### src/rtl/jpeg_block_sched_pkg.sv
// Shared types and constants for the JPEG 8x8 block scheduler.
package jpeg_pkg;

  localparam int unsigned BLK_WORDS     = 16;
  localparam int unsigned BLK_ROW_BYTES = 8;

  typedef enum logic [2:0] {
    SCHED_IDLE    = 3'd0,
    SCHED_FETCH   = 3'd1,
    SCHED_KICK    = 3'd2,
    SCHED_WAIT_HI = 3'd3,
    SCHED_WAIT_LO = 3'd4,
    SCHED_READY   = 3'd5,
    SCHED_ADVANCE = 3'd6
  } sched_state_t;

  // Unsigned pixel to two's complement: flip the MSB of every byte lane.
  function automatic logic [31:0] level_shift(input logic [31:0] d);
    return d ^ 32'h8080_8080;
  endfunction

endpackage

### src/rtl/jpeg_block_sched_if.sv
// Bus-master read port and input block RAM write port of the block scheduler.
interface jpeg_block_sched_if #(
  parameter int unsigned AW = 32
);
  logic          m_req_o;
  logic [AW-1:0] m_adr_o;
  logic          m_ack_i;
  logic [31:0]   m_dat_i;
  logic [8:0]    bram_adr_o;
  logic [31:0]   bram_dat_o;
  logic          bram_we_o;

  modport master (
    output m_req_o, m_adr_o, bram_adr_o, bram_dat_o, bram_we_o,
    input  m_ack_i, m_dat_i
  );

  modport slave (
    input  m_req_o, m_adr_o, bram_adr_o, bram_dat_o, bram_we_o,
    output m_ack_i, m_dat_i
  );
endinterface

### src/rtl/jpeg_block_sched_addr_gen.sv
// Block/word counters and raster address generator; row offsets are accumulated, not multiplied.
module jpeg_blk_addr_gen
  import jpeg_pkg::*;
#(
  parameter int unsigned AW = 32,
  parameter int unsigned BW = 8
) (
  input  logic          clk_i,
  input  logic          rst_i,
  input  logic          init_i,
  input  logic          step_i,
  input  logic          adv_i,
  input  logic [AW-1:0] cfg_base_i,
  input  logic [BW-1:0] cfg_wblk_i,
  input  logic [BW-1:0] cfg_hblk_i,
  output logic [AW-1:0] m_adr_o,
  output logic [3:0]    widx_o,
  output logic [BW-1:0] blk_x_o,
  output logic [BW-1:0] blk_y_o,
  output logic          last_word_c,
  output logic          last_block_c
);

  logic [AW-1:0] base_q, base_d, row_off_q, row_off_d, blk_row_q, blk_row_d;
  logic [AW-1:0] col_off_q, col_off_d, m_adr_q, m_adr_d, stride_c;
  logic [BW-1:0] wblk_q, wblk_d, hblk_q, hblk_d, blk_x_q, blk_x_d, blk_y_q, blk_y_d;
  logic [3:0]    widx_q, widx_d;
  logic          last_x_c, last_y_c;

  assign stride_c     = AW'(wblk_q) * AW'(BLK_ROW_BYTES);
  assign last_x_c     = (blk_x_q == wblk_q - BW'(1));
  assign last_y_c     = (blk_y_q == hblk_q - BW'(1));
  assign last_word_c  = (widx_q == 4'(BLK_WORDS - 1));
  assign last_block_c = last_x_c && last_y_c;

  always_comb begin
    base_d    = base_q;
    wblk_d    = wblk_q;
    hblk_d    = hblk_q;
    blk_x_d   = blk_x_q;
    blk_y_d   = blk_y_q;
    widx_d    = widx_q;
    row_off_d = row_off_q;
    blk_row_d = blk_row_q;
    col_off_d = col_off_q;
    if (init_i) begin
      base_d    = cfg_base_i;
      wblk_d    = cfg_wblk_i;
      hblk_d    = cfg_hblk_i;
      blk_x_d   = '0;
      blk_y_d   = '0;
      widx_d    = '0;
      row_off_d = '0;
      blk_row_d = '0;
      col_off_d = '0;
    end else if (step_i) begin
      widx_d = widx_q + 4'(1);
      // Second half of a pixel row consumed: move down one image row.
      if (widx_q[0]) row_off_d = row_off_q + stride_c;
    end else if (adv_i) begin
      widx_d    = '0;
      row_off_d = '0;
      if (!last_x_c) begin
        blk_x_d   = blk_x_q + BW'(1);
        col_off_d = col_off_q + AW'(BLK_ROW_BYTES);
      end else begin
        blk_x_d   = '0;
        col_off_d = '0;
        if (!last_y_c) begin
          blk_y_d   = blk_y_q + BW'(1);
          blk_row_d = blk_row_q + stride_c * AW'(BLK_WORDS / 2);
        end
      end
    end
    m_adr_d = base_d + blk_row_d + row_off_d + col_off_d + AW'({widx_d[0], 2'b00});
  end

  always_ff @(posedge clk_i) begin
    if (!rst_i) begin
      base_q    <= '0;
      wblk_q    <= '0;
      hblk_q    <= '0;
      blk_x_q   <= '0;
      blk_y_q   <= '0;
      widx_q    <= '0;
      row_off_q <= '0;
      blk_row_q <= '0;
      col_off_q <= '0;
      m_adr_q   <= '0;
    end else begin
      base_q    <= base_d;
      wblk_q    <= wblk_d;
      hblk_q    <= hblk_d;
      blk_x_q   <= blk_x_d;
      blk_y_q   <= blk_y_d;
      widx_q    <= widx_d;
      row_off_q <= row_off_d;
      blk_row_q <= blk_row_d;
      col_off_q <= col_off_d;
      m_adr_q   <= m_adr_d;
    end
  end

  assign m_adr_o = m_adr_q;
  assign widx_o  = widx_q;
  assign blk_x_o = blk_x_q;
  assign blk_y_o = blk_y_q;

endmodule

### src/rtl/jpeg_block_sched.sv
// Raster-order 8x8 block scheduler: fetch 16 words, kick the DCT, hand the block to software.
module jpeg_block_sched
  import jpeg_pkg::*;
#(
  parameter int unsigned AW = 32,
  parameter int unsigned BW = 8
) (
  input  logic                clk_i,
  input  logic                rst_i,
  input  logic [AW-1:0]       cfg_base_i,
  input  logic [BW-1:0]       cfg_wblk_i,
  input  logic [BW-1:0]       cfg_hblk_i,
  input  logic                start_i,
  input  logic                next_i,
  input  logic                abort_i,
  jpeg_block_sched_if.master  bus,
  output logic                start_dct_o,
  input  logic                dct_busy_i,
  output logic                busy_o,
  output logic                block_ready_o,
  output logic                done_o,
  output logic [BW-1:0]       blk_x_o,
  output logic [BW-1:0]       blk_y_o
);

  localparam logic [2:0] ST_IDLE    = SCHED_IDLE;
  localparam logic [2:0] ST_FETCH   = SCHED_FETCH;
  localparam logic [2:0] ST_KICK    = SCHED_KICK;
  localparam logic [2:0] ST_WAIT_HI = SCHED_WAIT_HI;
  localparam logic [2:0] ST_WAIT_LO = SCHED_WAIT_LO;
  localparam logic [2:0] ST_READY   = SCHED_READY;
  localparam logic [2:0] ST_ADVANCE = SCHED_ADVANCE;

  logic [2:0]  state_q, state_d;
  logic        m_req_q, m_req_d, bram_we_q, bram_we_d, start_dct_q, start_dct_d;
  logic        busy_q, busy_d, block_ready_q, block_ready_d, done_q, done_d;
  logic [8:0]  bram_adr_q, bram_adr_d;
  logic [31:0] bram_dat_q, bram_dat_d;
  logic        init_c, step_c, adv_c, last_word_c, last_block_c;
  logic [3:0]  widx;

  jpeg_blk_addr_gen #(.AW(AW), .BW(BW)) u_addr_gen (
    .clk_i        (clk_i),
    .rst_i        (rst_i),
    .init_i       (init_c),
    .step_i       (step_c),
    .adv_i        (adv_c),
    .cfg_base_i   (cfg_base_i),
    .cfg_wblk_i   (cfg_wblk_i),
    .cfg_hblk_i   (cfg_hblk_i),
    .m_adr_o      (bus.m_adr_o),
    .widx_o       (widx),
    .blk_x_o      (blk_x_o),
    .blk_y_o      (blk_y_o),
    .last_word_c  (last_word_c),
    .last_block_c (last_block_c)
  );

  // Next state, counter strobes and registered output values; abort overrides everything.
  always_comb begin
    state_d    = state_q;
    done_d     = done_q;
    bram_we_d  = 1'b0;
    bram_adr_d = bram_adr_q;
    bram_dat_d = bram_dat_q;
    init_c     = 1'b0;
    step_c     = 1'b0;
    adv_c      = 1'b0;
    if (abort_i) begin
      state_d = ST_IDLE;
    end else begin
      case (state_q)
        ST_IDLE: if (start_i) begin
          init_c = 1'b1;
          if (cfg_wblk_i == '0 || cfg_hblk_i == '0) begin
            done_d = 1'b1;
          end else begin
            done_d  = 1'b0;
            state_d = ST_FETCH;
          end
        end
        ST_FETCH: if (bus.m_ack_i) begin
          step_c     = 1'b1;
          bram_we_d  = 1'b1;
          bram_adr_d = 9'(widx);
          bram_dat_d = level_shift(bus.m_dat_i);
          if (last_word_c) state_d = ST_KICK;
        end
        ST_KICK:    state_d = ST_WAIT_HI;
        ST_WAIT_HI: if (dct_busy_i) state_d = ST_WAIT_LO;
        ST_WAIT_LO: if (!dct_busy_i) state_d = ST_READY;
        ST_READY:   if (next_i) state_d = ST_ADVANCE;
        ST_ADVANCE: begin
          adv_c = 1'b1;
          if (last_block_c) begin
            done_d  = 1'b1;
            state_d = ST_IDLE;
          end else begin
            state_d = ST_FETCH;
          end
        end
        default: state_d = ST_IDLE;
      endcase
    end
    m_req_d       = (state_d == ST_FETCH);
    start_dct_d   = (state_d == ST_KICK);
    busy_d        = (state_d != ST_IDLE);
    block_ready_d = (state_d == ST_READY);
  end

  always_ff @(posedge clk_i) begin
    if (!rst_i) begin
      state_q       <= ST_IDLE;
      m_req_q       <= 1'b0;
      bram_we_q     <= 1'b0;
      bram_adr_q    <= '0;
      bram_dat_q    <= '0;
      start_dct_q   <= 1'b0;
      busy_q        <= 1'b0;
      block_ready_q <= 1'b0;
      done_q        <= 1'b0;
    end else begin
      state_q       <= state_d;
      m_req_q       <= m_req_d;
      bram_we_q     <= bram_we_d;
      bram_adr_q    <= bram_adr_d;
      bram_dat_q    <= bram_dat_d;
      start_dct_q   <= start_dct_d;
      busy_q        <= busy_d;
      block_ready_q <= block_ready_d;
      done_q        <= done_d;
    end
  end

  assign bus.m_req_o    = m_req_q;
  assign bus.bram_we_o  = bram_we_q;
  assign bus.bram_adr_o = bram_adr_q;
  assign bus.bram_dat_o = bram_dat_q;
  assign start_dct_o    = start_dct_q;
  assign busy_o         = busy_q;
  assign block_ready_o  = block_ready_q;
  assign done_o         = done_q;

endmodule

### src/flat_wrapper.sv
// flat-port wrapper written by rule: the top's interface ports become plain ports
module jpeg_block_sched_flat import jpeg_pkg::*;
#(
  parameter int unsigned AW = 32,
  parameter int unsigned BW = 8
)
  (clk_i, rst_i, cfg_base_i, cfg_wblk_i, cfg_hblk_i, start_i, next_i, abort_i, start_dct_o, dct_busy_i, busy_o, block_ready_o, done_o, blk_x_o, blk_y_o, bus_m_req_o, bus_m_adr_o, bus_bram_adr_o, bus_bram_dat_o, bus_bram_we_o, bus_m_ack_i, bus_m_dat_i);
  jpeg_block_sched_if #(.AW(AW)) bus_i ();
  input  logic clk_i;
  input  logic rst_i;
  input  logic [AW-1:0] cfg_base_i;
  input  logic [BW-1:0] cfg_wblk_i;
  input  logic [BW-1:0] cfg_hblk_i;
  input  logic start_i;
  input  logic next_i;
  input  logic abort_i;
  output logic start_dct_o;
  input  logic dct_busy_i;
  output logic busy_o;
  output logic block_ready_o;
  output logic done_o;
  output logic [BW-1:0] blk_x_o;
  output logic [BW-1:0] blk_y_o;
  output wire logic [$bits(bus_i.m_req_o)-1:0] bus_m_req_o;
  output wire logic [$bits(bus_i.m_adr_o)-1:0] bus_m_adr_o;
  output wire logic [$bits(bus_i.bram_adr_o)-1:0] bus_bram_adr_o;
  output wire logic [$bits(bus_i.bram_dat_o)-1:0] bus_bram_dat_o;
  output wire logic [$bits(bus_i.bram_we_o)-1:0] bus_bram_we_o;
  input wire logic [$bits(bus_i.m_ack_i)-1:0] bus_m_ack_i;
  input wire logic [$bits(bus_i.m_dat_i)-1:0] bus_m_dat_i;
  assign bus_m_req_o = bus_i.m_req_o;
  assign bus_m_adr_o = bus_i.m_adr_o;
  assign bus_bram_adr_o = bus_i.bram_adr_o;
  assign bus_bram_dat_o = bus_i.bram_dat_o;
  assign bus_bram_we_o = bus_i.bram_we_o;
  assign bus_i.m_ack_i = bus_m_ack_i;
  assign bus_i.m_dat_i = bus_m_dat_i;
  jpeg_block_sched #(.AW(AW), .BW(BW)) u_core (.clk_i(clk_i), .rst_i(rst_i), .cfg_base_i(cfg_base_i), .cfg_wblk_i(cfg_wblk_i), .cfg_hblk_i(cfg_hblk_i), .start_i(start_i), .next_i(next_i), .abort_i(abort_i), .bus(bus_i), .start_dct_o(start_dct_o), .dct_busy_i(dct_busy_i), .busy_o(busy_o), .block_ready_o(block_ready_o), .done_o(done_o), .blk_x_o(blk_x_o), .blk_y_o(blk_y_o));
endmodule
### config.mk
export PLATFORM = sky130hd
export DESIGN_NAME = jpeg_block_sched_flat
export DESIGN_NICKNAME = d
export VERILOG_FILES = /design/src/rtl/jpeg_block_sched_pkg.sv /design/src/rtl/jpeg_block_sched_if.sv /design/src/rtl/jpeg_block_sched_addr_gen.sv /design/src/rtl/jpeg_block_sched.sv /design/src/flat_wrapper.sv
export SDC_FILE = /design/constraint.sdc
export NUM_CORES = 1
export LEC_CHECK = 0
export CAP_MARGIN = 15
export CORE_MARGIN = 8
export CORE_UTILIZATION = 43
export CTS_CLUSTER_DIAMETER = 100
export DETAILED_ROUTE_END_ITERATION = 10
export PLACE_DENSITY_LB_ADDON = 0.08
export SLEW_MARGIN = 25
export SYNTH_ARGS = -nofsm -noshare
export SYNTH_HDL_FRONTEND = slang
export SYNTH_SLANG_ARGS = --single-unit
### constraint.sdc
create_clock -name clk_i -period 14.73 [get_ports clk_i]
set_clock_uncertainty 0.15 [all_clocks]
set_input_delay 2.2095 -clock clk_i [delete_from_list [all_inputs] [get_ports clk_i]]
set_output_delay 2.2095 -clock clk_i [all_outputs]
set_load 0.01 [all_outputs]
==> results.md <==
Logic synthesis:
- The async set or reset register ratio after synthesis is 0%.
- The share of synthesized area occupied by flip-flops and latches is between 30 and 40%.
- The post-synth design cell area is 0.0139 sq mm.
- The Yosys warning count is 0.
- The most frequently used flop master after synthesis is sky130_fd_sc_hd__dfxtp_1.
- The post-synthesis cell count is 1650.
- The register bit total from synthesis is about 240.
- The count of distinct cell types in the synthesized netlist is 69.
- The average size of a mapped cell is 8.45 sq um.
- The synthesized design contains 0 enable-type register cells.

Critical path:
- The largest driver fanout on the critical path is 43.
- In this run the critical register-to-register path is launched from u_core.u_addr_gen.wblk_q[1].
- The data required time at the worst endpoint is 15.05 ns.
- The start point of the critical path is abort_i.
- The worst setup path is launched from a primary input.
- The path type of the worst setup path is primary input to flop.
- The capturing element type of the critical path is a flop.
- The slack of the worst reg-to-reg path is around 7.3 ns.
- For the worst setup path, the data arrival time is a little over 9 ns.

CTS:
- The clock-pin slew on the worst setup and hold paths is roughly 0.060 ns.
- After clock tree synthesis, the flow added hold-fix buffers numbering 0.
- The number of buffers inserted during clock tree synthesis is 28.
- Once the clock tree was built, the setup fixing pass inserted 0 buffers.
- The cell sitting at the root of the clock tree is a sky130_fd_sc_hd__clkbuf_16.
- The buffer depth of the longest clock path is 3.
- TritonCTS built the clock tree.
- The number of sinks driven by the clock tree is about 240.
- In this run the number of H-tree levels came out at 1.
- Post-CTS repair changed the size of 0 cells.
- The clock latency of the later-clocked register in the worst-skew pair is ~0.54 ns.

Pwr:
- The leakage power of the design is between 7 and 8 nW.
- The worst IR drop on VDD is about 0.08 mV.
- The overall power is roughly 1.5 mW.
- Cell internal power was estimated by the tool at between 1 and 1.5 mW.
- The switching power total is around 0.37 mW.
- The share of power burned in the clock network is 46.6%.
- The total power per unit cell area is around 90 mW/mm^2.
- The part of the power in registers is a little over two fifths.
- Combinational logic is responsible for approximately a tenth of the overall power.
- Net switching is between 20% and 30% of the power.

Timing:
- The number of slew-limit violations in the final report is 0.
- The worst relative slew slack is 40.5%.
- The peak clock frequency supported by timing is about 110 MHz.
- At the pin with the least slew margin, the transition time is around 0.89 ns.
- The setup TNS is 0 ns.
- The total count of hold-check failures in the final report is 0.
- Setup repair after global routing left no endpoint under its margin.
- The shortest period the worst path allows is just under 9 ns.
- After layout, the worst path uses between 50% and 60% of the clock period.
- Setup violations remaining at the end of the flow were counted as 0.

Detailed routing:
- The violation count after the first detailed-routing iteration is approximately 500.
- The post-detailed-route DRC marker count is 0.
- In the final routed layout, each cell accounts on average for between 15 and 20 um.
- Dividing the detail-routed via count by the number of cells gives 5.21.
- Before antenna repair, the detailed router went through 5 iterations.
- Across all layers, the routed design uses between 10000 and 15000 vias.
- The total detailed-routing wirelength is 37500 um.
- The detail route stage leaves a number of antenna-violating nets equal to 0.

Finish:
- The area added between synthesis and finish is 21.7%.
- The cell area after layout is around 0.017 sq mm.
- The fraction of layout cells with a size suffix above 1 is under 10%.
- For this run, the post-layout net count is just over 2000.
- For this run, the share of the core covered by cells in the final layout is about 53%.
- The repair_antennas step left the layout with diodes totalling 0.

Floorplanning:
- Measured along the x axis, the die boundary spans roughly 200 um.
- For this configuration, the core starts out at a cell density of between 40% and 50%.
- The number of top-level pins is around 180.
- The die covers a little under 0.04 sq mm.
- The die boundary height is a little under 200 um.
- The core footprint is between 0.03 and 0.04 sq mm.
- Row generation in the floorplan step produced 66 rows.

GRT:
- Global routing used a little under a fifth of the available tracks.
- The number of antenna violations at the first check in global routing came to 0.
- The total overflow left after global routing is 0.
- The via count of the first global-routing pass was approximately 11000.
- The maximum number of pins on one net before global-route repair is 91.
- The wire length of the first global-routing pass is around 60000 um.

Run status:
- The flow ran to the end, and the final reports show no timing, DRC or antenna violations.

Placed design:
- The count of buffers added on input and output ports is 176.
- The placed instances occupy a cell area of roughly 0.016 sq mm.
- The congestion estimate from routability-driven global placement came to roughly 0.83.
- The total half-perimeter wirelength after legalization and detailed placement is around 28000 um.

Run:
- The number of max-cap violations is 0.

Worst hold path:
- The worst hold path begins at u_core.u_addr_gen.col_off_q[2].
- The class of the tightest hold or removal check is flop to flop.
-- Yosys cell counts (all sizes together), types with 8 or more instances --
library cell | instances | area, sq um
nand2b | 9 | 56.3
and3 | 23 | 144
inv | 102 | 383
nand2 | 241 | 907
nor2b | 36 | 225
clkbuf | 63 | 236
and2 | 22 | 138
nor3 | 50 | 273
fa | 65 | 1300
o211ai | 9 | 67.6
a211oi | 14 | 105
ha | 81 | 1010
nand3 | 55 | 275
a21o | 15 | 113
o21ai | 37 | 185
nor4 | 11 | 68.8
dfxtp | 241 | 4820
buf | 10 | 63.8
o21bai | 8 | 60.1
a21oi | 105 | 526
xor2 | 51 | 447
nand4 | 23 | 144
nor2 | 189 | 709
xnor2 | 62 | 543
mux2i | 37 | 370
-- stage by stage --
stage	hold slack [ns]	setup slack (ns)	std cells
6_report	0.281	5.94	2222
5_1_grt	0.312	5.39	2222
4_1_cts	0.285	6.00	2222
3_5_place_dp	0.276	5.46	2174
3_3_place_gp	0.265	5.68	2174
2_1_floorplan	0.259	7.26	1654
-- registers in the layout (all words and copies together) (netlist names) --
register,cells
u_core.u_addr_gen.col_off_q,32
u_core.done_o,1
u_core.bus.bram_adr_o,4
u_core.start_dct_o,1
u_core.u_addr_gen.m_adr_o,32
u_core.u_addr_gen.hblk_q,8
u_core.u_addr_gen.wblk_q,8
u_core.bus.m_req_o,1
u_core.u_addr_gen.blk_y_o,8
u_core.u_addr_gen.widx_o,4
u_core.block_ready_o,1
u_core.state_q,3
u_core.u_addr_gen.blk_x_o,8
u_core.busy_o,1
u_core.u_addr_gen.base_q,32
u_core.u_addr_gen.row_off_q,32
u_core.bus.bram_we_o,1
u_core.u_addr_gen.blk_row_q,32
u_core.bus.bram_dat_o,32
-- power groups by stage --
| stage | combinational [mW] | sequential (mW) | clock (mW) |
|---|---|---|---|
| 2_1_floorplan | 0.0829 | 0.687 | 0 |
| 5_1_grt | 0.163 | 0.673 | 0.758 |
| 3_3_place_gp | 0.147 | 0.686 | 0 |
| 3_5_place_dp | 0.148 | 0.686 | 0 |
| 6_report | 0.145 | 0.672 | 0.712 |
| 4_1_cts | 0.148 | 0.672 | 0.732 |
-- area by class of cell --
cell class / instances / area (sq um)
well taps: 408 / 510
fillers: 3102 / 15200
flip-flops and latches: 241 / 4820
inverters: 103 / 389
repair buffers: 185 / 1830
multi-input cells: 1237 / 8460
clock inverters: 7 / 87.6
clock buffers: 41 / 861
-- cells by family after synthesis --
kind of cell	after synthesis	synth area share, %
adder cells (fa/ha/maj)	146	16.6
multiplexers	38	2.74
buffers and inverters	176	4.93
XOR/XNOR	114	7.26
AND/OR/NAND/NOR	697	23.2
other	1	0.0269
AO/OA/AOI/OAI	237	10.7
flip-flops	241	34.6
-- final timing paths --
kind	to	depth (start not counted)
worst max-delay path	u_core.u_addr_gen.m_adr_o[31]	24
worst min-delay path	u_core.u_addr_gen.col_off_q[2]	2
worst max register to register	u_core.u_addr_gen.m_adr_o[31]	25
worst min register to register	u_core.u_addr_gen.col_off_q[2]	2
-- layout by cell type (no fill, tap or decap), types with 5 or more instances in the layout --
cell / instances
sky130_fd_sc_hd__xor2_1: 51
sky130_fd_sc_hd__or2_2: 5
sky130_fd_sc_hd__a211oi_1: 14
sky130_fd_sc_hd__inv_1: 101
sky130_fd_sc_hd__o21a_1: 6
sky130_fd_sc_hd__clkbuf_8: 9
sky130_fd_sc_hd__and3_1: 22
sky130_fd_sc_hd__buf_4: 8
sky130_fd_sc_hd__nor2_1: 189
sky130_fd_sc_hd__nand3_1: 54
sky130_fd_sc_hd__dfxtp_1: 241
sky130_fd_sc_hd__o211ai_1: 9
sky130_fd_sc_hd__o21ai_0: 36
sky130_fd_sc_hd__nand4_1: 23
sky130_fd_sc_hd__conb_1: 5
sky130_fd_sc_hd__nor3_1: 48
sky130_fd_sc_hd__or3_1: 5
sky130_fd_sc_hd__a21oi_1: 105
sky130_fd_sc_hd__nand2b_1: 9
sky130_fd_sc_hd__a21o_1: 15
sky130_fd_sc_hd__clkdlybuf4s50_1: 176
sky130_fd_sc_hd__xnor2_1: 62
sky130_fd_sc_hd__nor3b_1: 5
sky130_fd_sc_hd__and2_1: 18
sky130_fd_sc_hd__nand2_1: 239
sky130_fd_sc_hd__nor4_1: 11
sky130_fd_sc_hd__o31ai_1: 7
sky130_fd_sc_hd__fa_1: 65
sky130_fd_sc_hd__ha_1: 81
sky130_fd_sc_hd__clkbuf_16: 29
sky130_fd_sc_hd__nor2b_1: 36
sky130_fd_sc_hd__mux2i_1: 37
sky130_fd_sc_hd__o21bai_1: 8
-- layer usage --
layer / track usage [%] / wire length [um]
met1: 24.2 / 16800
met4: 5.50 / 947
met2: 33.6 / 18400
met3: 2.66 / 1330
met5: 0 / 0
-- worst max-delay path: stages --
cell and delay (ns):
sky130_fd_sc_hd__clkdlybuf4s50_1 0.51, sky130_fd_sc_hd__nor2_1 0.22, sky130_fd_sc_hd__nand2_1 0.07, sky130_fd_sc_hd__buf_4 0.28
sky130_fd_sc_hd__nor4_1 0.32, sky130_fd_sc_hd__nand2b_1 0.50, sky130_fd_sc_hd__or4_1 0.78, sky130_fd_sc_hd__nor3_1 0.22
sky130_fd_sc_hd__xnor2_1 0.11, sky130_fd_sc_hd__or2_1 0.25, sky130_fd_sc_hd__fa_1 0.48, sky130_fd_sc_hd__inv_1 0.05
sky130_fd_sc_hd__fa_1 0.45, sky130_fd_sc_hd__ha_1 0.30, sky130_fd_sc_hd__ha_1 0.38, sky130_fd_sc_hd__nand4_1 0.22
sky130_fd_sc_hd__nor2_1 0.17, sky130_fd_sc_hd__nand3_1 0.09, sky130_fd_sc_hd__o221ai_1 0.47, sky130_fd_sc_hd__a21oi_1 0.22
sky130_fd_sc_hd__a21oi_1 0.23, sky130_fd_sc_hd__nor3_1 0.08, sky130_fd_sc_hd__or3_1 0.34, sky130_fd_sc_hd__mux2i_1 0.13
Power figures use the tool's default switching activity.
